## src/rtl/alu_mul_seq.sv

```systemverilog
// Shift-and-add multiply sequencer that borrows the CPU's shared ALU.
// While busy it stalls the CPU, muxes itself onto the ALU inputs and issues one
// ALU add per multiplier bit, terminating early once the remaining multiplier is zero.
// Optional feature macro: MUL_SIGNED_EN enables the two's-complement path
// (IDLE -> NEGA -> NEGB -> LOOP -> FIX -> DONE). ALU op 110 is assumed to return -alu_a.
module alu_mul_seq #(
  parameter int unsigned WIDTH = 16
) (
  input  logic             clk_i,
  input  logic             reset_i,
  input  logic             start_i,
  input  logic             signed_op_i,
  input  logic [WIDTH-1:0] mcand_i,
  input  logic [WIDTH-1:0] mplier_i,
  output logic             busy_o,
  output logic             stall_o,
  output logic             done_o,
  output logic [WIDTH-1:0] product_o,
  output logic             mul_ovf_o,
  output logic             alu_sel_o,
  output logic [WIDTH-1:0] alu_a_o,
  output logic [WIDTH-1:0] alu_b_o,
  output logic [2:0]       alu_op_o,
  output logic             alu_s_inm_o,
  input  logic [WIDTH-1:0] alu_y_i
);

  localparam logic [2:0] OpNone = 3'b000;
  localparam logic [2:0] OpAdd  = 3'b010;

`ifdef MUL_SIGNED_EN
  localparam logic [2:0]       OpNeg  = 3'b110;
  localparam logic [WIDTH-1:0] MinNeg = {1'b1, {(WIDTH-1){1'b0}}};

  typedef enum logic [2:0] {
    StIdle, StLoop, StDone, StNegA, StNegB, StFix
  } state_e;
`else
  typedef enum logic [1:0] {
    StIdle, StLoop, StDone
  } state_e;
`endif

  state_e           state_q;
  logic [WIDTH-1:0] acc_q;
  logic [WIDTH-1:0] mc_q;
  logic [WIDTH-1:0] mp_q;
  logic             ovf_q;
  logic [WIDTH-1:0] product_q;
  logic             mul_ovf_q;
  logic             busy_q;
  logic             done_q;

`ifdef MUL_SIGNED_EN
  logic neg_q;     // result sign: sign(mcand) ^ sign(mplier)
  logic signed_q;  // current request takes the signed path
`else
  logic unused_signed_op;
  assign unused_signed_op = signed_op_i;
`endif

  // Sequencer FSM: operand capture, shift-and-add loop, result hand-off.
  always_ff @(posedge clk_i) begin
    if (reset_i) begin
      state_q   <= StIdle;
      acc_q     <= '0;
      mc_q      <= '0;
      mp_q      <= '0;
      ovf_q     <= 1'b0;
      product_q <= '0;
      mul_ovf_q <= 1'b0;
      busy_q    <= 1'b0;
      done_q    <= 1'b0;
`ifdef MUL_SIGNED_EN
      neg_q     <= 1'b0;
      signed_q  <= 1'b0;
`endif
    end else begin
      case (state_q)
        StIdle: begin
          if (start_i) begin
            mc_q   <= mcand_i;
            mp_q   <= mplier_i;
            acc_q  <= '0;
            ovf_q  <= 1'b0;
            busy_q <= 1'b1;
`ifdef MUL_SIGNED_EN
            neg_q    <= mcand_i[WIDTH-1] ^ mplier_i[WIDTH-1];
            signed_q <= signed_op_i;
            state_q  <= signed_op_i ? StNegA : StLoop;
`else
            state_q  <= StLoop;
`endif
          end
        end

        StLoop: begin
          if (mp_q == '0) begin
`ifdef MUL_SIGNED_EN
            if (signed_q) begin
              state_q <= StFix;
            end else begin
              state_q <= StDone;
              done_q  <= 1'b1;
            end
`else
            state_q <= StDone;
            done_q  <= 1'b1;
`endif
          end else begin
            if (mp_q[0]) begin
              acc_q <= alu_y_i;
              // Unsigned carry-out of acc + mc, derived locally.
              if (alu_y_i < acc_q) ovf_q <= 1'b1;
            end
            // A set top bit about to be shifted out while multiplier bits remain.
            if (mc_q[WIDTH-1] && ((mp_q >> 1) != '0)) ovf_q <= 1'b1;
            mc_q <= mc_q << 1;
            mp_q <= mp_q >> 1;
          end
        end

`ifdef MUL_SIGNED_EN
        StNegA: begin
          if (mc_q[WIDTH-1]) mc_q <= alu_y_i;
          state_q <= StNegB;
        end

        StNegB: begin
          if (mp_q[WIDTH-1]) mp_q <= alu_y_i;
          state_q <= StLoop;
        end

        StFix: begin
          if (neg_q) acc_q <= alu_y_i;
          // Magnitude with the top bit set only fits as the most negative value.
          if (acc_q[WIDTH-1] && !(neg_q && (acc_q == MinNeg))) ovf_q <= 1'b1;
          state_q <= StDone;
          done_q  <= 1'b1;
        end
`endif

        StDone: begin
          product_q <= acc_q;
          mul_ovf_q <= ovf_q;
          done_q    <= 1'b0;
          busy_q    <= 1'b0;
          state_q   <= StIdle;
        end

        default: begin
          state_q <= StIdle;
          busy_q  <= 1'b0;
          done_q  <= 1'b0;
        end
      endcase
    end
  end

  // ALU drive decoded from the registered state; alu_y returns in the same cycle.
  always_comb begin
    alu_a_o  = '0;
    alu_b_o  = '0;
    alu_op_o = OpNone;
    case (state_q)
      StLoop: begin
        if (mp_q != '0) begin
          alu_op_o = OpAdd;
          alu_a_o  = acc_q;
          alu_b_o  = mc_q;
        end
      end
`ifdef MUL_SIGNED_EN
      StNegA: begin
        alu_op_o = OpNeg;
        alu_a_o  = mc_q;
      end
      StNegB: begin
        alu_op_o = OpNeg;
        alu_a_o  = mp_q;
      end
      StFix: begin
        alu_op_o = OpNeg;
        alu_a_o  = acc_q;
      end
`endif
      default: begin
        alu_op_o = OpNone;
      end
    endcase
  end

  assign busy_o      = busy_q;
  assign stall_o     = busy_q;
  assign alu_sel_o   = busy_q;
  assign done_o      = done_q;
  assign product_o   = product_q;
  assign mul_ovf_o   = mul_ovf_q;
  assign alu_s_inm_o = 1'b0;

endmodule

```

## config.mk

```make
export PLATFORM = sky130hd
export DESIGN_NAME = alu_mul_seq
export DESIGN_NICKNAME = d
export VERILOG_FILES = /design/src/rtl/alu_mul_seq.sv
export SDC_FILE = /design/constraint.sdc
export NUM_CORES = 1
export LEC_CHECK = 0
export BUFFER_PORTS_ARGS = -buffer_cell sky130_fd_sc_hd__buf_4
export CORE_MARGIN = 5
export CORE_UTILIZATION = 41
export DETAILED_ROUTE_END_ITERATION = 8
export MAX_ROUTING_LAYER = met4
export PLACE_DENSITY = 0.66
export SLEW_MARGIN = 20
export SYNTH_ARGS = -nofsm -noshare
export SYNTH_HDL_FRONTEND = slang
export SYNTH_SLANG_ARGS = --single-unit
```

## constraint.sdc

```tcl
create_clock -name clk_i -period 4.2 [get_ports clk_i]
set_clock_uncertainty 0.2 [all_clocks]
set_input_delay 0.84 -clock clk_i [delete_from_list [all_inputs] [get_ports clk_i]]
set_output_delay 0.84 -clock clk_i [all_outputs]
set_load 0.03 [all_outputs]
```

# Word-level counts from Yosys, hierarchy flattened
# Cells that the tools add are included.
[totals] regBits=70 out_inout_bits=57 elab_cells=61 input_bits=52
[op_classes] mux=29 eq_ne=8 magnitude_cmp=1 n_bitwise=2 n_reduce_logical=12
[op_table] operator="2-to-1 mux 16 bit" n=11
[op_table] operator="one-hot mux 16 bit (2 select lines)" n=3
[op_table] operator="nonzero test 16 bit" n=2
[op_table] operator="logical NOT 16 bit" n=1
[op_table] operator="less-than comparator 16 bit" n=1
[op_table] operator="!= test 2 bit, second input constant" n=4
[op_table] operator="2-to-1 mux 1 bit" n=7
[op_table] operator="2-to-1 mux 2 bit" n=3
[op_table] operator="!= test 3 bit, second input constant" n=2
[op_table] operator="one-hot mux 1 bit (2 select lines)" n=3
[op_table] operator="AND reduction 2 bit" n=3
[op_table] operator="AND reduction 5 bit" n=1
[op_table] operator="one-hot mux 2 bit (2 select lines)" n=1
[op_table] operator="AND reduction 4 bit" n=1
[op_table] operator="2-to-1 mux 3 bit" n=1
[op_table] operator="AND reduction 3 bit" n=1
[op_table] operator="== test 2 x 1 -> 1 bit, second input constant" n=1
[op_table] operator="== test 2 bit, second input constant" n=1
[op_table] operator="logical NOT 2 bit" n=1
[op_table] operator="inverter 1 bit" n=2
[op_table] operator="nonzero test 2 bit" n=1
[op_table] operator="logical AND 1 bit" n=1

# Depth between registers and ports, before layout
# Gate-level depths: netlist of the first run.
[depth] ltp_word=6 ltp_mapped=7 depth_no_buf=7

# Least setup slack after synthesis of the first run
# OpenSTA, ideal clock, no wires.
[synth_path] path_kind="register to output" from="register mp_q[11]" to="output alu_a_o[10]" arrival_time_ns=1.579 required_time_ns=3.160 path_stages_with_launch=6 path_slack_ns=1.581 n_path_buf=1 path_cell_list="dfxtp_1 nor4_2 and4_1 a21oi_2 clkbuf_1 and2_1"
[synth_between] elab_chain_cells=3
[synth_lines] item="start: declaration" line_no="47" rtl="logic [WIDTH-1:0] mp_q;"
[synth_lines] item="start signal: assignment" line_no="83" rtl="mp_q <= mplier_i;"
[synth_lines] item="start signal: assignment" line_no="119" rtl="mp_q <= mp_q >> 1;"
[synth_lines] item="nonzero test 16 bit" line_no="167" rtl="if (mp_q != '0) begin"
[synth_lines] item="2-to-1 mux 16 bit" line_no="167"
[synth_lines] item="2-to-1 mux 16 bit" line_no="165" rtl="case (state_q)"
[synth_lines] item="end: declaration" line_no="21" rtl="output logic [WIDTH-1:0] alu_a_o,"
# Every way passes these cells.

# Final worst setup path of the first run
[layout_path] from="register mp_q[7]" to="output alu_b_o[8]"
[layout_between] elab_chain_cells=3
[layout_lines] item="nonzero test 16 bit" line_no="167"
[layout_lines] item="2-to-1 mux 16 bit" line_no="167"
[layout_lines] item="2-to-1 mux 16 bit" line_no="165"
[layout_lines] item="end: declaration" line_no="22" rtl="output logic [WIDTH-1:0] alu_b_o,"
# Every way passes these cells.

==> results of run 1 <==
==> placed cells by master, fill, tap and decap left out, types with 4 or more instances in the layout <==
cell / instances
a211oi_2: 4
nor2_1: 23
a22oi_1: 16
clkbuf_8: 12
and2_1: 32
nor3_1: 31
o21ai_0: 6
nand2_1: 39
a211oi_1: 25
buf_4: 109
a21oi_1: 29
inv_1: 17
mux2i_1: 29
ha_1: 15
dfxtp_1: 70
==> state kept, by name (all words and copies together) (netlist names) <==
register   count
acc_q         16
mc_q          16
mp_q          16
product_o     16
state_q        2
alu_sel_o      1
done_o         1
mul_ovf_o      1
ovf_q          1
==> metrics by stage <==
| stage | setup WS, ns | util, % | total power (W) |
|---|---|---|---|
| 6_report | 0.854 | 54.6 | 0.00168 |
| 3_3_place_gp | 1.23 | 51.7 | 0.00107 |
| 4_1_cts | 0.839 | 54.6 | 0.00170 |
| 5_1_grt | 0.721 | 54.6 | 0.00176 |
| 2_1_floorplan | 1.58 | - | 0.000978 |
| 3_5_place_dp | 1.22 | 51.7 | 0.00107 |
==> synth_stat cells (4+ instances only) <==
library cell and count:
nor3_1 31, buf_4 5, buf_6 4, ha_1 15, nor2_1 23, clkbuf_1 21
mux2i_1 29, a211oi_1 25, and2_1 32, buf_2 5, a211oi_2 4, a21oi_1 29
o21ai_0 6, nand2_1 39, inv_1 17, a22oi_1 16, dfxtp_1 70
==> logic make-up (layout without fill, tap and decap cells) <==
logic type,Yosys count,in the layout,synth area share [%]
multiplexers,29,29,8.37
adder cells (fa/ha/maj),15,15,5.41
AO/OA/AOI/OAI,85,85,16.6
other,1,3,0.108
AND/OR/NAND/NOR,147,147,21.8
flip-flops,70,70,40.4
buffers and inverters,53,142,7.32
==> layer usage <==
layer	vias to the layer above	routed length (um)	GRT usage, %
li1	1562	-	-
met1	1412	4210	22.8
met2	69	4040	26.2
met3	11	416	2.59
met4	0	127	6.16
met5	-	0	-
==> critical path, cell delays in order (launching register included) <==
cell and delay (ns):
dfxtp_1 0.36, nor3_1 0.09, and4_1 0.25, a21oi_4 0.58, buf_4 0.35, and2_1 0.17
buf_4 0.16
==> report_power, final <==
part           switching (W)  internal (W)
clock               0.000242      0.000383
sequential         0.0000352      0.000708
combinational       0.000177      0.000137
total               0.000454       0.00123
==> final cells by class <==
| type | instances | area (um2) |
|---|---|---|
| Sequential cell | 70 | 1400 |
| Multi-Input combinational cell | 279 | 1840 |
| Clock inverter | 3 | 65.1 |
| Fill cell | 783 | 3730 |
| Tap cell | 105 | 131 |
| Clock buffer | 13 | 169 |
| Inverter | 17 | 63.8 |
| Timing Repair Buffer | 109 | 818 |
==> path summary, 6_finish.rpt <==
kind / cells past startpoint / end / startpoint
worst max-delay path: 6 / alu_b_o[8] / mp_q[7]
worst min-delay path: 2 / product_o[1] / product_o[1]
worst max register to register: 6 / acc_q[1] / state_q[1]
worst min register to register: 2 / product_o[1] / product_o[1]
==> impl_metrics.py, run 1 <==
metrics = {
    "layout": {
        "final_area_mm2": 0.00449,
        "fin_nets": 553,
        "final_layout_size_suffix_gt1_share_pct": 27.5,
        "area.growth.synth_to_final_pct": 29.3,
        "antenna_cells": 0,
        "final_cells": 596,
    },
    "synthesis": {
        "ys.flop_type": "dfxtp_1",
        "yosysWarnings": 0,
        "synth_async_sr_flop_share_pct": 0,
        "yosysTopAreaCell": "dfxtp_1",
        "synth.top_cell.area_share_pct": 40.4,
        "seq_area_frac_synth_pct": 40.4,
        "ys_types": 37,
        "avgSynthCellArea_um2": 8.67,
        "synth_edf_count": 0,
        "synth_area_leaders": "dfxtp_1, mux2i_1, and2_1",
        "synthCells": 400,
        "synth_area_mm2": 0.00347,
        "ys_seq_elements": 70,
    },
    "grt": {
        "grt_pass1_vias": 2939,
        "grt_max_degree": 71,
        "antenna_found_initial": 0,
        "grt_remaining_overflow": 0,
        "grt_usage_pct": 17.1,
        "grt_pass1_wl_um": 13900,
    },
    "route": {
        "first_iter_violations": 95,
        "wire_per_inst_um": 14.7,
        "detail_route.first_pass.iterations": 4,
        "drt_wl_total_um": 8790,
        "ant_nets": 0,
        "drc": 0,
        "vias_per_cell": 5.12,
        "vias": 3054,
    },
    "floorplan": {
        "coreArea_mm2": 0.00822,
        "die_x_um": 102,
        "die-area_mm2": 0.0104,
        "row_count": 33,
        "dieHeight_um": 102,
        "ios": 109,
        "initial_core_util_pct": 42.2,
    },
    "placement": {
        "placedCellCount": 580,
        "place.gp.congestion": 0.778,
        "dpl.hpwl_um": 6070,
        "portBuffers": 104,
        "dpl-instance-area_mm2": 0.00425,
    },
    "timing": {
        "period_share_pct": 79.7,
        "slew_headroom_pct": 30.9,
        "finalMaxSlewViolations": 0,
        "max_slew.worst_pin.slew_ns": 1.03,
        "fin_setup_tns_ns": 0,
        "final.min_clock_period_ns": 3.35,
        "fmax_ghz": 0.299,
        "setup_viol": 0,
        "hold-worst-slack_ns": 0.253,
        "hold_viol": 0,
        "rsz0062_at_grt": "no",
    },
    "critical_path": {
        "cp-end-kind": "output port",
        "start_kind": "flop",
        "rrSetupSlack_ns": 1.43,
        "critPathRequiredTime_ns": 3.16,
        "worstSetupPathType": "flop to output port",
        "worstPathArrival_ns": 2.31,
        "crit_fanout": 26,
    },
    "power_and_ir_drop": {
        "p_leak_nw": 1.95,
        "irDropWorstVdd_uv": 178,
        "power_density_mw_per_mm2": 375,
    },
    "clocking": {
        "clock_sinks": 70,
        "cts_root_buf": "clkbuf_8",
        "clock_latency_ns": 0.33,
        "cts_setup_buffers": 0,
        "cts.path.max_buffers": 2,
        "cts_resized": 0,
        "htreeDepth": 3,
        "tritoncts.num_buffers": 9,
        "cts_hold_buf": 0,
        "clkTransAtPathRegs_ns": 0.07,
        "cts_tree": "yes",
    },
    "flow_run": {
        "cap_violations": 0,
    },
    "outcome": {
        "status": "finished clean",
    },
    "hold_path": {
        "hold_path_class": "flop to flop",
    },
}
(Power assumes the default switching activity.)
==> inputs of run 2 (changes only) <==
==> constraint.sdc (replaced) <==
create_clock -name clk_i -period 3.23 [get_ports clk_i]
set_clock_uncertainty 0.2 [all_clocks]
set_input_delay 0.646 -clock clk_i [delete_from_list [all_inputs] [get_ports clk_i]]
set_output_delay 0.646 -clock clk_i [all_outputs]
set_load 0.03 [all_outputs]
==> impl_metrics.py, run 2 (synthesized netlist as in run 1, its figures left out) <==
metrics = {
    "route": {
        "first_iter_violations": 113,
        "detail_route.first_pass.iterations": 5,
        "wire_per_inst_um": 14.5,
        "ant_nets": 0,
        "drt_wl_total_um": 8680,
        "vias_per_cell": 5.10,
        "drc": 0,
        "vias": 3055,
    },
    "critical_path": {
        "reg2reg_to": "mp_q[4]",
        "worstPathArrival_ns": 2.02,
        "worstSetupPathType": "flop to output port",
        "critPathRequiredTime_ns": 2.38,
        "crit_fanout": 34,
        "rrSetupSlack_ns": 0.94,
        "start_kind": "flop",
        "timing.rr.start": "mp_q[10]",
        "cp-end-kind": "output port",
        "rr_worst_depth": 6,
    },
    "clocking": {
        "tritoncts.num_buffers": 9,
        "cts_tree": "yes",
        "cts_setup_buffers": 0,
        "cts_resized": 0,
        "htreeDepth": 3,
        "clkTransAtPathRegs_ns": 0.08,
        "clock_latency_ns": 0.33,
        "cts_root_buf": "clkbuf_8",
        "cts_hold_buf": 0,
        "cts.path.max_buffers": 2,
        "clock_sinks": 70,
    },
    "timing": {
        "setup_viol": 0,
        "hold_viol": 0,
        "period_share_pct": 88.6,
        "final.min_clock_period_ns": 2.86,
        "slew_headroom_pct": 48.7,
        "max_slew.worst_pin.slew_ns": 0.769,
        "rsz0062_at_grt": "no",
        "fin_setup_tns_ns": 0,
        "fin_ws_ns": 0.367,
        "finalMaxSlewViolations": 0,
        "fmax_ghz": 0.349,
    },
    "power_and_ir_drop": {
        "power_density_mw_per_mm2": 464,
        "switching_share_pct": 28.8,
        "pwr-share-seq_pct": 46.5,
        "pwr-share-comb_pct": 19.8,
        "cell_internal_pwr_w": 0.00148,
        "p_switching_w": 0.000598,
        "p_leak_nw": 1.94,
        "clockPowerShare_pct": 33.7,
        "irDropWorstVdd_uv": 269,
    },
    "layout": {
        "final_core_util_pct": 54.4,
        "area.growth.synth_to_final_pct": 28.9,
        "n_fill_cell": 758,
        "layout_common_cells": "buf_4, dfxtp_1, nand2_1, and2_1, nor3_1",
        "antenna_cells": 0,
        "multi_input_area_mm2": 0.00184,
        "seq_area_mm2": 0.00140,
        "final_layout_size_suffix_gt1_share_pct": 28.1,
        "final_cells": 599,
        "final_common_cell": "buf_4",
        "fin_nets": 556,
    },
    "floorplan": {
        "ios": 109,
        "die_x_um": 102,
        "initial_core_util_pct": 42.2,
        "row_count": 33,
        "dieHeight_um": 102,
        "die-area_mm2": 0.0104,
        "coreArea_mm2": 0.00822,
    },
    "placement": {
        "dpl.hpwl_um": 6070,
        "placedCellCount": 583,
        "place.gp.congestion": 0.775,
        "dp_slack_ns": 0.721,
        "portBuffers": 104,
    },
    "outcome": {
        "status": "finished clean",
    },
    "grt": {
        "grt_usage_pct": 17.4,
        "grtUsageMet2_pct": 26.0,
        "met3_usage_pct": 2.94,
        "grt_max_degree": 71,
        "grtUsageMet1_pct": 23.6,
        "grt_remaining_overflow": 0,
        "grt_pass1_wl_um": 14100,
        "grt_pass1_vias": 2965,
        "busiest_layer": "met2",
        "antenna_found_initial": 0,
    },
    "flow_run": {
        "cap_violations": 0,
    },
    "hold_path": {
        "hold_path_class": "flop to flop",
        "hp-start": "product_o[1]",
        "hold_depth": 2,
        "hold_end": "product_o[1]",
    },
}
-- run 2: changes by cell type in the layout (fill, tap and decap cells not counted), sizes merged --
| cell | change |
|---|---|
| buf | +3 |
| bufinv | -1 |
| clkbuf | -3 |
| clkinv | +3 |
| clkinvlp | +1 |
-- run 2: cell type report --
| cell class | instances | area share (%) |
|---|---|---|
| well taps | 105 | 2.94 |
| clock inverters | 6 | 1.37 |
| flip-flops and latches | 70 | 31.3 |
| inverters | 17 | 1.43 |
| multi-input cells | 279 | 41.1 |
| clock buffers | 10 | 3.08 |
| repair buffers | 112 | 18.8 |
-- run 2: worst max path at each step --
stage,startpoint,endpoint,slack (ns),cells after the start
2_1_floorplan,mp_q[11],alu_a_o[10],0.80,5
3_3_place_gp,mp_q[10],alu_b_o[8],0.75,6
3_5_place_dp,mp_q[10],alu_b_o[2],0.72,6
4_1_cts,mp_q[10],alu_a_o[11],0.35,6
5_1_grt,mp_q[15],alu_b_o[14],0.24,6
6_report,mp_q[10],alu_b_o[2],0.37,6
-- run 2: critical path: stages, from the launching register on --
cell and delay (ns):
dfxtp_1 0.34, nor4_2 0.34, and4_1 0.32, a21oi_4 0.08, buf_4 0.23, and2_1 0.20
buf_4 0.16
-- run 2: metrics by stage --
stage / hold WS [ns] / power, W / cell area (um2)
floorplan: 0.242 / 0.00127 / 3480
global placement: 0.246 / 0.00139 / 4270
detailed placement: 0.249 / 0.00140 / 4270
CTS: 0.260 / 0.00210 / 4470
global route: 0.281 / 0.00219 / 4470
finish: 0.255 / 0.00207 / 4470
-- run 2: layer usage --
metal	routed length (um)	vias to the layer above
met2	3900	82
met4	122	0
met1	4230	1395
li1	-	1567
met3	425	11
met5	0	-
-- run 2: power groups by stage --
stage / combinational, W / sequential [W] / clock (W)
after floorplan: 0.000297 / 0.000975 / 0
after global placement: 0.000408 / 0.000983 / 0
after detailed placement: 0.000414 / 0.000985 / 0
after CTS: 0.000416 / 0.000965 / 0.000723
after global routing: 0.000459 / 0.000973 / 0.000758
final: 0.000412 / 0.000965 / 0.000698
==> inputs of run 3 (changes only) <==
--- a/config.mk
+++ b/config.mk
@@ -7,10 +7,10 @@
 export LEC_CHECK = 0
 export BUFFER_PORTS_ARGS = -buffer_cell sky130_fd_sc_hd__buf_4
 export CORE_MARGIN = 5
-export CORE_UTILIZATION = 41
+export CORE_UTILIZATION = 51
 export DETAILED_ROUTE_END_ITERATION = 8
 export MAX_ROUTING_LAYER = met4
-export PLACE_DENSITY = 0.66
+export PLACE_DENSITY = 0.8
 export SLEW_MARGIN = 20
 export SYNTH_ARGS = -nofsm -noshare
 export SYNTH_HDL_FRONTEND = slang
==> impl_metrics.py, run 3 (synthesized netlist as in run 1, its figures left out) <==
metrics = {
    "floorplan": {
        "die_x_um": 92.5,
        "dieHeight_um": 92.5,
        "coreArea_mm2": 0.00672,
        "ios": 109,
        "die-area_mm2": 0.00855,
        "row_count": 30,
        "initial_core_util_pct": 51.6,
    },
    "clocking": {
        "cts_tree": "yes",
        "clkTransAtPathRegs_ns": 0.07,
        "tritoncts.num_buffers": 9,
        "cts_setup_buffers": 0,
        "cts_hold_buf": 0,
        "cts_resized": 0,
        "clock_sinks": 70,
        "cts_root_buf": "clkbuf_8",
        "clock_latency_ns": 0.34,
        "cts.path.max_buffers": 2,
        "htreeDepth": 3,
    },
    "hold_path": {
        "hold_depth": 2,
        "hold_end": "product_o[1]",
        "hp-start": "product_o[1]",
        "hold_path_class": "flop to flop",
    },
    "timing": {
        "hold_viol": 0,
        "slew_headroom_pct": 51.4,
        "finalMaxSlewViolations": 0,
        "rsz0062_at_grt": "no",
        "final.min_clock_period_ns": 2.83,
        "max_slew.worst_pin.slew_ns": 0.729,
        "fin_setup_tns_ns": 0,
        "fmax_ghz": 0.354,
        "period_share_pct": 87.6,
        "setup_viol": 0,
    },
    "grt": {
        "antenna_found_initial": 0,
        "grt_remaining_overflow": 0,
        "grt_pass1_wl_um": 13400,
        "grt_max_degree": 71,
        "grt_usage_pct": 19.6,
        "grt_pass1_vias": 2836,
    },
    "critical_path": {
        "start_kind": "flop",
        "rr_worst_depth": 6,
        "reg2reg_to": "mc_q[7]",
        "critPathRequiredTime_ns": 2.38,
        "rrSetupSlack_ns": 0.96,
        "cp-end-kind": "output port",
        "timing.rr.start": "mp_q[10]",
        "worstSetupPathType": "flop to output port",
        "worstPathArrival_ns": 1.98,
        "crit_fanout": 54,
    },
    "layout": {
        "final_area_mm2": 0.00444,
        "final_common_cell": "buf_4",
        "layout_common_cells": "buf_4, dfxtp_1, nand2_1, and2_1, nor3_1",
        "antenna_cells": 0,
        "fin_nets": 556,
        "n_fill_cell": 576,
        "area.growth.synth_to_final_pct": 28.1,
        "final_layout_size_suffix_gt1_share_pct": 27.4,
        "final_core_util_pct": 66.1,
    },
    "placement": {
        "dpl.hpwl_um": 5800,
        "place.gp.congestion": 0.772,
        "dpl-instance-area_mm2": 0.00426,
        "portBuffers": 104,
    },
    "flow_run": {
        "cap_violations": 0,
    },
    "route": {
        "drt_wl_total_um": 8270,
        "first_iter_violations": 125,
        "vias_per_cell": 5.32,
        "drc": 0,
        "wire_per_inst_um": 14.5,
        "vias": 3045,
        "ant_nets": 0,
        "detail_route.first_pass.iterations": 4,
    },
    "power_and_ir_drop": {
        "power_density_mw_per_mm2": 466,
        "irDropWorstVdd_uv": 289,
        "p_leak_nw": 1.94,
    },
    "outcome": {
        "status": "finished clean",
    },
}
==> run 3: critical path, stage by stage, from the launching register on <==
cell	delay, ns
dfxtp_1	0.33
nor4_2	0.37
and4_1	0.32
a21oi_4	0.09
buf_12	0.19
and2_1	0.18
buf_4	0.16
==> run 3: per-layer routing <==
metal	part of all wire [%]	wire length (um)	vias to the layer above	track usage (%)
li1	-	-	1565	-
met1	46	3800	1397	25.3
met2	48	3990	77	30.9
met3	4.9	407	6	3.98
met4	0.97	80	0	6.06
met5	0	0	-	-
==> run 3: how the worst max path moves through the flow <==
stage	start	cells past startpoint	endpoint	slack, ns
after floorplan	mp_q[11]	5	alu_a_o[10]	0.80
after global placement	mp_q[10]	6	alu_b_o[9]	0.80
after detailed placement	mp_q[10]	6	alu_b_o[9]	0.79
after CTS	mp_q[10]	6	alu_b_o[9]	0.42
after global routing	mp_q[1]	6	alu_b_o[9]	0.31
final	mp_q[10]	6	alu_a_o[14]	0.40
==> run 3: area by class of cell <==
class / count / area (um2) / area share [%]
Clock buffer: 13 / 159 / 3.58
Tap cell: 80 / 100 / 2.25
Multi-Input combinational cell: 279 / 1840 / 41.3
Clock inverter: 1 / 30.0 / 0.676
Timing Repair Buffer: 112 / 853 / 19.2
Inverter: 17 / 63.8 / 1.44
Sequential cell: 70 / 1400 / 31.5
==> run 3: through the flow <==
step / instances / hold slack, ns / worst slack (ns) / power [W]
final: 572 / 0.256 / 0.401 / 0.00207
after global routing: 572 / 0.284 / 0.306 / 0.00217
after CTS: 572 / 0.259 / 0.423 / 0.00209
after detailed placement: 558 / 0.250 / 0.789 / 0.00140
after global placement: 558 / 0.245 / 0.805 / 0.00139
after floorplan: 402 / 0.242 / 0.805 / 0.00127
==> run 3: report_power, final <==
group | switching [W] | internal [W]
Combinational | 0.000229 | 0.000185
Clock | 0.000297 | 0.000391
Sequential | 0.0000450 | 0.000920
